## src/rtl/scope_pkg.sv

```systemverilog
// Shared definitions for the sample word serializer and related lane streamers:
// FSM state encoding, counter widths and the lane byte count helper.
package scope_pkg;

    typedef enum logic [2:0] {
        IDLE    = 3'd0,
        READ    = 3'd1,
        LOAD    = 3'd2,
        SEL     = 3'd3,
        WAIT_HI = 3'd4,
        WAIT_LO = 3'd5,
        NEXT    = 3'd6,
        TAIL    = 3'd7
    } state_t;

    // Counters are sized for the largest supported configuration (8 lanes, 32-bit lanes)
    // so the lane selector port widths stay fixed across parameterisations.
    localparam int MAX_CH     = 8;
    localparam int MAX_LANE_W = 32;
    localparam int LANE_CNT_W = $clog2(MAX_CH);
    localparam int BYTE_CNT_W = $clog2(MAX_LANE_W / 8);

    // Number of bytes carried by one lane (BYTES_PER_LANE for a given lane width).
    function automatic int bytes_per_lane(input int lane_w);
        return lane_w / 8;
    endfunction

endpackage

```

## src/rtl/scope_lane_byte_sel.sv

```systemverilog
// Combinational lane/byte picker: selects one lane of a packed sample word,
// clears the bits above the sample width, and returns the requested byte.
module scope_lane_byte_sel
    import scope_pkg::*;
#(
    parameter int CH       = 2,
    parameter int LANE_W   = 16,
    parameter int SAMPLE_W = 14
) (
    input  logic [CH*LANE_W-1:0]  sample_buf,
    input  logic [LANE_CNT_W-1:0] lane,
    input  logic [BYTE_CNT_W-1:0] byte_idx,
    output logic [7:0]            byte_out
);

    logic [LANE_W-1:0] lane_bits;
    logic [LANE_W-1:0] lane_masked;

    // Slice the lane, zero the unused high bits, then pick byte k = bits [8k+7:8k].
    always_comb begin
        lane_bits = sample_buf[int'(lane)*LANE_W +: LANE_W];
        for (int i = 0; i < LANE_W; i++) begin
            lane_masked[i] = (i < SAMPLE_W) ? lane_bits[i] : 1'b0;
        end
        byte_out = lane_masked[int'(byte_idx)*8 +: 8];
    end

endmodule

```

## src/rtl/sample_word_serializer.sv

```systemverilog
// Drains packed multi-lane ADC words from the sample FIFO and streams them byte by
// byte to the UART transmitter: lane 0 first, MSB byte first, disabled lanes skipped.
// Optional feature macro: CSUM_EN appends an XOR checksum byte after each sent word.
module sample_word_serializer
    import scope_pkg::*;
#(
    parameter int CH       = 2,
    parameter int LANE_W   = 16,
    parameter int SAMPLE_W = 14,
    parameter int WORD_W   = CH * LANE_W
) (
    input  logic              clk,
    input  logic              rst,
    input  logic              fifo_empty,
    output logic              fifo_rd_en,
    input  logic [WORD_W-1:0] fifo_dout,
    input  logic [CH-1:0]     ch_mask,
    input  logic              tx_busy,
    output logic              tx_start,
    output logic [7:0]        tx_data,
    output logic              word_done
);

    localparam int BPL = bytes_per_lane(LANE_W);
    localparam logic [BYTE_CNT_W-1:0] BYTE_LAST = BYTE_CNT_W'(BPL - 1);

    state_t                state_q, state_d;
    logic [WORD_W-1:0]     buf_q, buf_d;
    logic [CH-1:0]         mask_q, mask_d;
    logic [LANE_CNT_W-1:0] lane_q, lane_d;
    logic [BYTE_CNT_W-1:0] byte_q, byte_d;
    logic                  hi_cnt_q, hi_cnt_d;
    logic                  rd_en_d, tx_start_d, word_done_d;
    logic [7:0]            tx_data_d;
    logic [LANE_CNT_W-1:0] sel_lane, next_lane;
    logic                  has_next;
    logic [7:0]            sel_byte;
`ifdef CSUM_EN
    logic [7:0]            csum_q, csum_d;
    logic                  tail_q, tail_d;
`endif

    // Lowest enabled lane at or above start (0 when none; callers check has_next first).
    function automatic logic [LANE_CNT_W-1:0] first_set_from(input logic [CH-1:0] m, input int start);
        logic [LANE_CNT_W-1:0] r;
        r = '0;
        for (int i = CH - 1; i >= 0; i--) begin
            if (i >= start && m[i]) r = LANE_CNT_W'(i);
        end
        return r;
    endfunction

    function automatic logic any_set_from(input logic [CH-1:0] m, input int start);
        logic r;
        r = 1'b0;
        for (int i = 0; i < CH; i++) begin
            if (i >= start && m[i]) r = 1'b1;
        end
        return r;
    endfunction

    // Disabled lanes are skipped combinationally, so they cost no cycles.
    always_comb begin
        sel_lane  = first_set_from(mask_q, int'(lane_q));
        next_lane = first_set_from(mask_q, int'(lane_q) + 1);
        has_next  = any_set_from(mask_q, int'(lane_q) + 1);
    end

    scope_lane_byte_sel #(
        .CH       (CH),
        .LANE_W   (LANE_W),
        .SAMPLE_W (SAMPLE_W)
    ) u_sel (
        .sample_buf (buf_q),
        .lane       (sel_lane),
        .byte_idx   (byte_q),
        .byte_out   (sel_byte)
    );

    // Next-state and next-output logic; every output is registered.
    always_comb begin
        state_d     = state_q;
        buf_d       = buf_q;
        mask_d      = mask_q;
        lane_d      = lane_q;
        byte_d      = byte_q;
        hi_cnt_d    = hi_cnt_q;
        rd_en_d     = 1'b0;
        tx_start_d  = 1'b0;
        word_done_d = 1'b0;
        tx_data_d   = tx_data;
`ifdef CSUM_EN
        csum_d      = csum_q;
        tail_d      = tail_q;
`endif
        case (state_q)
            IDLE: begin
                if (!fifo_empty) begin
                    rd_en_d = 1'b1;
                    state_d = READ;
                end
            end
            READ: state_d = LOAD;
            LOAD: begin
                buf_d  = fifo_dout;
                mask_d = ch_mask;
                lane_d = '0;
                byte_d = BYTE_LAST;
`ifdef CSUM_EN
                csum_d = '0;
                tail_d = 1'b0;
`endif
                if (ch_mask == '0) begin
                    word_done_d = 1'b1;
                    state_d     = IDLE;
                end else begin
                    state_d = SEL;
                end
            end
            SEL: begin
                // A UART still busy from earlier traffic holds the byte back.
                if (!tx_busy) begin
                    lane_d     = sel_lane;
                    tx_data_d  = sel_byte;
                    tx_start_d = 1'b1;
                    hi_cnt_d   = 1'b0;
`ifdef CSUM_EN
                    csum_d     = csum_q ^ sel_byte;
`endif
                    state_d    = WAIT_HI;
                end
            end
            WAIT_HI: begin
                // A UART that never raises busy is treated as having sent the byte.
                if (tx_busy) begin
                    state_d = WAIT_LO;
                end else if (hi_cnt_q) begin
                    state_d = NEXT;
                end else begin
                    hi_cnt_d = 1'b1;
                end
            end
            WAIT_LO: begin
                if (!tx_busy) state_d = NEXT;
            end
            NEXT: begin
`ifdef CSUM_EN
                if (tail_q) begin
                    word_done_d = 1'b1;
                    state_d     = IDLE;
                end else
`endif
                if (byte_q != '0) begin
                    byte_d  = byte_q - 1'b1;
                    state_d = SEL;
                end else begin
                    byte_d = BYTE_LAST;
                    if (has_next) begin
                        lane_d  = next_lane;
                        state_d = SEL;
                    end else begin
`ifdef CSUM_EN
                        state_d = TAIL;
`else
                        word_done_d = 1'b1;
                        state_d     = IDLE;
`endif
                    end
                end
            end
`ifdef CSUM_EN
            TAIL: begin
                if (!tx_busy) begin
                    tx_data_d  = csum_q;
                    tx_start_d = 1'b1;
                    tail_d     = 1'b1;
                    hi_cnt_d   = 1'b0;
                    state_d    = WAIT_HI;
                end
            end
`endif
            default: state_d = IDLE;
        endcase
    end

    // Control state and registered outputs; reset aborts any word in flight.
    always_ff @(posedge clk or posedge rst) begin
        if (rst) begin
            state_q    <= IDLE;
            mask_q     <= '0;
            lane_q     <= '0;
            byte_q     <= '0;
            hi_cnt_q   <= 1'b0;
            fifo_rd_en <= 1'b0;
            tx_start   <= 1'b0;
            tx_data    <= '0;
            word_done  <= 1'b0;
`ifdef CSUM_EN
            tail_q     <= 1'b0;
`endif
        end else begin
            state_q    <= state_d;
            mask_q     <= mask_d;
            lane_q     <= lane_d;
            byte_q     <= byte_d;
            hi_cnt_q   <= hi_cnt_d;
            fifo_rd_en <= rd_en_d;
            tx_start   <= tx_start_d;
            tx_data    <= tx_data_d;
            word_done  <= word_done_d;
`ifdef CSUM_EN
            tail_q     <= tail_d;
`endif
        end
    end

    // Word buffer and checksum are pure data; LOAD always rewrites them before use.
    always_ff @(posedge clk) begin
        buf_q <= buf_d;
`ifdef CSUM_EN
        csum_q <= csum_d;
`endif
    end

endmodule

```

## config.mk

```make
export PLATFORM = sky130hd
export DESIGN_NAME = sample_word_serializer
export DESIGN_NICKNAME = d
export VERILOG_FILES = /design/src/rtl/scope_pkg.sv /design/src/rtl/scope_lane_byte_sel.sv /design/src/rtl/sample_word_serializer.sv
export SDC_FILE = /design/constraint.sdc
export NUM_CORES = 1
export LEC_CHECK = 0
export ABC_AREA = 1
export BUFFER_PORTS_ARGS = -buffer_cell sky130_fd_sc_hd__buf_2
export CAP_MARGIN = 20
export CORE_MARGIN = 4
export CORE_UTILIZATION = 52
export DETAILED_ROUTE_END_ITERATION = 10
export PLACE_DENSITY_LB_ADDON = 0.12
export SLEW_MARGIN = 30
export SYNTH_ARGS = -nofsm -noshare
export SYNTH_HDL_FRONTEND = slang
export SYNTH_SLANG_ARGS = --single-unit
```

## constraint.sdc

```tcl
create_clock -name clk -period 1.8 [get_ports clk]
set_input_delay 0.09 -clock clk [delete_from_list [all_inputs] [get_ports clk]]
set_output_delay 0.09 -clock clk [all_outputs]
set_load 0.01 [all_outputs]
```

=== Word level (Yosys, flattened, before mapping) ===
Index checks and enable logic that the tools add are counted.

* Bitwise gates (word level): 1
* Reduce and logical (&&, ||, !) cells: 14
* Shift operators: 2
* Eq/ne operators: 13
* Magnitude comparators: 4
* $mul: 0
* Divide/modulo/power cells: 0
* Muxes and demuxes: 32
* Add/subtract/negate cells: 2

{| class="wikitable"
|+ Operators with widths
! kind !! number
|-
| 32-bit by 8-bit indexed part select with 14-bit output || 1
|-
| 3-bit two-way mux || 10
|-
| 3-bit case mux with 7 select lines || 1
|-
| 16-bit by 6-bit indexed part select with 8-bit output || 1
|-
| 1-bit two-way mux || 13
|-
| 2-bit inequality test (second input constant) || 6
|-
| 3-bit equality test (second input constant) || 3
|-
| 3-bit case mux with 3 select lines || 1
|-
| 1-bit by 4-bit greater-or-equal comparator with 1-bit output (first input constant) || 2
|-
| 2-bit two-way mux || 4
|-
| 4-bit AND reduction || 2
|-
| 3-bit by 2-bit equality test with 1-bit output (second input constant) || 2
|-
| 1-bit by 3-bit greater-or-equal comparator with 1-bit output (first input constant) || 2
|-
| 2-bit nonzero test || 3
|-
| 3-bit by 1-bit adder with 4-bit output (second input constant) || 1
|-
| 1-bit logical AND || 4
|-
| 1-bit case mux with 2 select lines || 2
|-
| 2-bit case mux with 2 select lines || 1
|-
| 3-bit by 1-bit equality test with 1-bit output (second input constant) || 1
|-
| 3-bit logical NOT || 1
|-
| 3-bit inequality test (second input constant) || 1
|-
| 3-bit AND reduction || 1
|-
| 3-bit nonzero test || 1
|-
| 2-bit logical NOT || 1
|-
| other kinds (3) || 3
|}

* Output and inout bits: 11
* Latch bits: 0
* Flip-flop bits (word level): 54
* Input port bits: 38
* Logic and storage cells: 78
* Memories: 0
* Memory bits (read-only): 0
* Memory bits (writable): 0

=== Longest topological paths before layout ===
* Depth after elaboration: 8
* Depth in mapped cells: 8
* Depth with buffers taken out: 8

=== Cells and area by module ===
Synthesis repeated with hierarchy kept, for this count alone.

* Cell total of the unflattened synthesis: 224
* Area, all modules: 2205.9 sq um

{| class="wikitable"
|+ By module, submodules not included
! module !! instances !! area an instance (sq um) !! cells each
|-
| sample_word_serializer || 1 || 1898.1 || 151
|-
| scope_lane_byte_sel || 1 || 307.8 || 73
|}

=== Least setup slack after synthesis ===
OpenSTA, ideal clock, no wires.

* Path type: register -> register
* Start: register state_q[0]
* End: register state_q[0]
* Period minus slack after synthesis: 1545 ps
* Data arrival time: 1481 ps
* Required time: 1735 ps
* Slack: 255 ps
* Stages on the path, launching flop included: 8
* Path through: dfrtp_1 inv_2 nand2_2 nor2_4 nand2_1 nand3_1 nand2_1 nand2_1

* Longest elaborated chain between the ends: 3

{| class="wikitable"
|+ Ends and longest elaborated chain
! item !! RTL line !! RTL
|-
| from (decl) || sample_word_serializer.sv:27 || <nowiki>state_t state_q, state_d;</nowiki>
|-
| from (signal assigned) || sample_word_serializer.sv:202 || <nowiki>state_q <= state_d;</nowiki>
|-
| 3-bit equality test (tied with other cells) || sample_word_serializer.sv:96 || <nowiki>case (state_q)</nowiki>
|-
| 3-bit inequality test (no line) or 2-bit inequality test (tied branches) || -- ||
|-
| 4-bit AND reduction (no line) || -- ||
|}

Parallel ways exist; a longest one is shown, timed or not.
A chain may end at the register's enable or synchronous reset.

=== Final worst setup path ===
* Start: register state_q[2]
* End: register tx_data[3]

* Longest elaborated chain between the ends: 2

{| class="wikitable"
|+ Ends and longest elaborated chain
! item !! RTL line !! RTL
|-
| 3-bit by 2-bit equality test with 1-bit output || sample_word_serializer.sv:96 ||
|-
| 2-bit AND reduction (no line) || -- ||
|-
| to (signal assigned) || sample_word_serializer.sv:209 || <nowiki>tx_data <= tx_data_d;</nowiki>
|-
| to (decl) || sample_word_serializer.sv:20 || <nowiki>output logic [7:0] tx_data,</nowiki>
|}

Every way passes these cells.

==> impl_metrics.env <==
export IMPL_status="complete, no violations"
export IMPL_postSynthCellCount=197
export IMPL_rows=22
export IMPL_drt_initial_drc_count=74
export IMPL_grt_pass1_vias=1638
export IMPL_slew_headroom_pct=48.66
export IMPL_grt_antenna_before_repair=0
export IMPL_startpoint_type="flop"
export IMPL_post_cts_resized=0
export IMPL_synth_compound_area_share_pct=3.413
export IMPL_initial_utilization_pct=54.85
export IMPL_cts_setup_buffers=0
export IMPL_finalSetupViolCount=0
export IMPL_crit_required_ps=2050
export IMPL_grt_max_degree=34
export IMPL_ys_types=25
export IMPL_placedCellCount=286
export IMPL_ys_seq_area_share_pct=65.33
export IMPL_setup_worst_path_end_class="flop"
export IMPL_timing_final_crit_period_ps=1373
export IMPL_synth_warnings=0
export IMPL_hold_viol_final=0
export IMPL_max_freq_ghz=0.7282
export IMPL_grt_pass1_wl_um=7638
export IMPL_routed_via_density=4.985
export IMPL_syn_area_um2=2053
export IMPL_core_um2=3744
export IMPL_fin_setup_tns_ps=0
export IMPL_fill_cells=273
export IMPL_first_pass_iters=4
export IMPL_yosys_mux_area_fraction_pct=0
export IMPL_track_usage_pct=19.89
export IMPL_pwr_density_cell_nw_per_um2=1469
export IMPL_worstPathMaxFanout=10
export IMPL_crit_arrival_ps=1630
export IMPL_io_pins=49
export IMPL_finalMaxSlewViolations=0
export IMPL_layout_drive_gt1_share_pct=24.91
export IMPL_die_h_um=70.84
export IMPL_grt_overflow_total=0
export IMPL_synth_seq_cells=48
export IMPL_path_class="flop to flop"
export IMPL_rsz0062_at_grt="false"
export IMPL_p_total_uw=4077
export IMPL_drc=0
export IMPL_synth_top_family_by_area="simple AND/OR/NAND/NOR gates"
export IMPL_gp_congestion=0.7940
export IMPL_dp_final_hpwl_um=2546
export IMPL_fin_worst_skew_ps=8.221
export IMPL_h_tree_depth=2
export IMPL_multi_input_area_um2=609.3
export IMPL_clk_pin_slew_ps=90
export IMPL_fin_crit_sh_pct=76.29
export IMPL_ir_drop_v=0.0008816
export IMPL_routedWlPerCell_um=13.76
export IMPL_fin_area_um2=2775
export IMPL_syn_area_per_cell_um2=10.42
export IMPL_placed_area_um2=2332
export IMPL_synth_xor_area_share_pct=0
export IMPL_stdcell_count=325
export IMPL_tightest_slew_ps=769.2
export IMPL_dp_slack_ps=427.7
export IMPL_setup_slack_ps=426.7
export IMPL_die_w_um=70.84
export IMPL_maxCapViolCount=0
export IMPL_p_leak_uw=0.001285
export IMPL_wl_um=4471
export IMPL_cts_max_path_buffers=2
export IMPL_fin_nets=314
export IMPL_hold_path_class="input port to flop"
export IMPL_clock_latency_ps=310
export IMPL_ant_nets=0
export IMPL_synthAdderAreaFrac_pct=0
export IMPL_syn_to_final_growth_pct=35.16
export IMPL_syn_num_nets=235
export IMPL_dr_total_vias=1620
export IMPL_diodes=0
export IMPL_port_buffers=44
export IMPL_clock_sinks=48
export IMPL_die_area_um2=5018
export IMPL_cts_buffers=5
export IMPL_synthSimpleGateAreaFrac_pct=26.26
export IMPL_cts_tree="built"
export IMPL_regArea_um2=1341
export IMPL_cts_root_buf="clkbuf_8"
layout by cell type, fill, tap and decap left out, drive strengths merged:
cell type     n
a21oi         1
buf          47
bufinv        1
clkbuf        6
clkinv        1
dfrtp        20
dlygate4sd3  31
edfxtp       28
inv          17
nand2        62
nand3        36
nand4         3
nor2          9
nor3b         1
nor4          1
o211ai        1
o21ai         9
o22ai         2
or2           1
flip-flops by register name (all words and copies together), names as in the netlist:
register and flops:
mask_q 2, byte_q 2, tx_start 1, word_done 1, hi_cnt_q 1, fifo_rd_en 1
buf_q 28, lane_q 1, tx_data 8, state_q 3
critical path, stage by stage (launching register included):
cell	delay, ps
dfrtp_1	510
inv_4	150
nand2_4	70
nor2_4	130
nand2_4	130
nor2_8	150
nand3_1	120
nand2_1	70
Yosys cell counts, drive strengths merged:
cell,n,area [µm²]
o211ai,1,7.510
nor4,1,6.260
nand3,36,180.2
o22ai,2,12.51
nor2,9,67.57
or2,1,6.260
nand4,3,18.77
nor3b,1,7.510
o21ai,9,45.04
clkinv,1,3.750
nand2,62,252.7
inv,16,62.56
a21oi,1,5.000
edfxtp,28,840.8
buf,6,36.28
dfrtp,20,500.5
final timing paths:
check	slack [ps]	startpoint	cells after the start	end
worst max register to register	430	state_q[2]$_DFFE_PP0P_	7	tx_data[3]$_DFFE_PP0P_
worst max-delay path	430	state_q[2]$_DFFE_PP0P_	7	tx_data[3]$_DFFE_PP0P_
max in group asynchronous	850	rst	3	lane_q[0]$_DFFE_PP0P_
worst min register to register	480	mask_q[0]$_DFFE_PP0P_	2	mask_q[0]$_DFFE_PP0P_
min in group asynchronous	460	rst	3	tx_start$_DFF_PP0_
worst min-delay path	3	ch_mask[1]	3	mask_q[1]$_DFFE_PP0P_
report_power, final:
group | total [µW] | internal (µW) | switching, µW | leakage, µW
Clock | 881 | 503 | 378 | 0.0000669
Combinational | 1430 | 540 | 889 | 0.000703
Sequential | 1770 | 1560 | 206 | 0.000515
Total | 4080 | 2600 | 1470 | 0.00129
timing repair:
item                                    CTS  global route
hold buffers                             31             0
hold endpoints to repair                 50             0
endpoints found under the setup margin    0             0
through the flow:
stage	hold slack, ps	utilization [%]
floorplan	53.83	-
global placement	246.0	62.30
detailed placement	265.3	62.30
CTS	3.783	74.13
global route	15.62	74.13
finish	3.409	74.13
logic make-up (layout without fill, tap and decap cells):
| logic type | after synthesis | count (layout) |
|---|---|---|
| DFF | 48 | 48 |
| and+or+nand+nor | 113 | 113 |
| AOI/OAI and AO/OA | 13 | 13 |
| buffers and inverters | 23 | 103 |
layout make-up:
cell class	instances	area share, %
inverter	17	2.390
clock buffer	6	3.381
clock inverter	2	1.398
multi-input combinational	126	21.96
tap	48	2.164
sequential	48	48.33
timing repair buffer	78	20.38
routing by layer:
metal	GRT usage [%]	wire length, µm	vias up
met2	33.37	2302	49
li1	-	-	822
met5	0	0	-
met4	7.933	95	0
met1	24.47	1796	740
met3	5.256	277	9
Power figures use the tool's default switching activity.
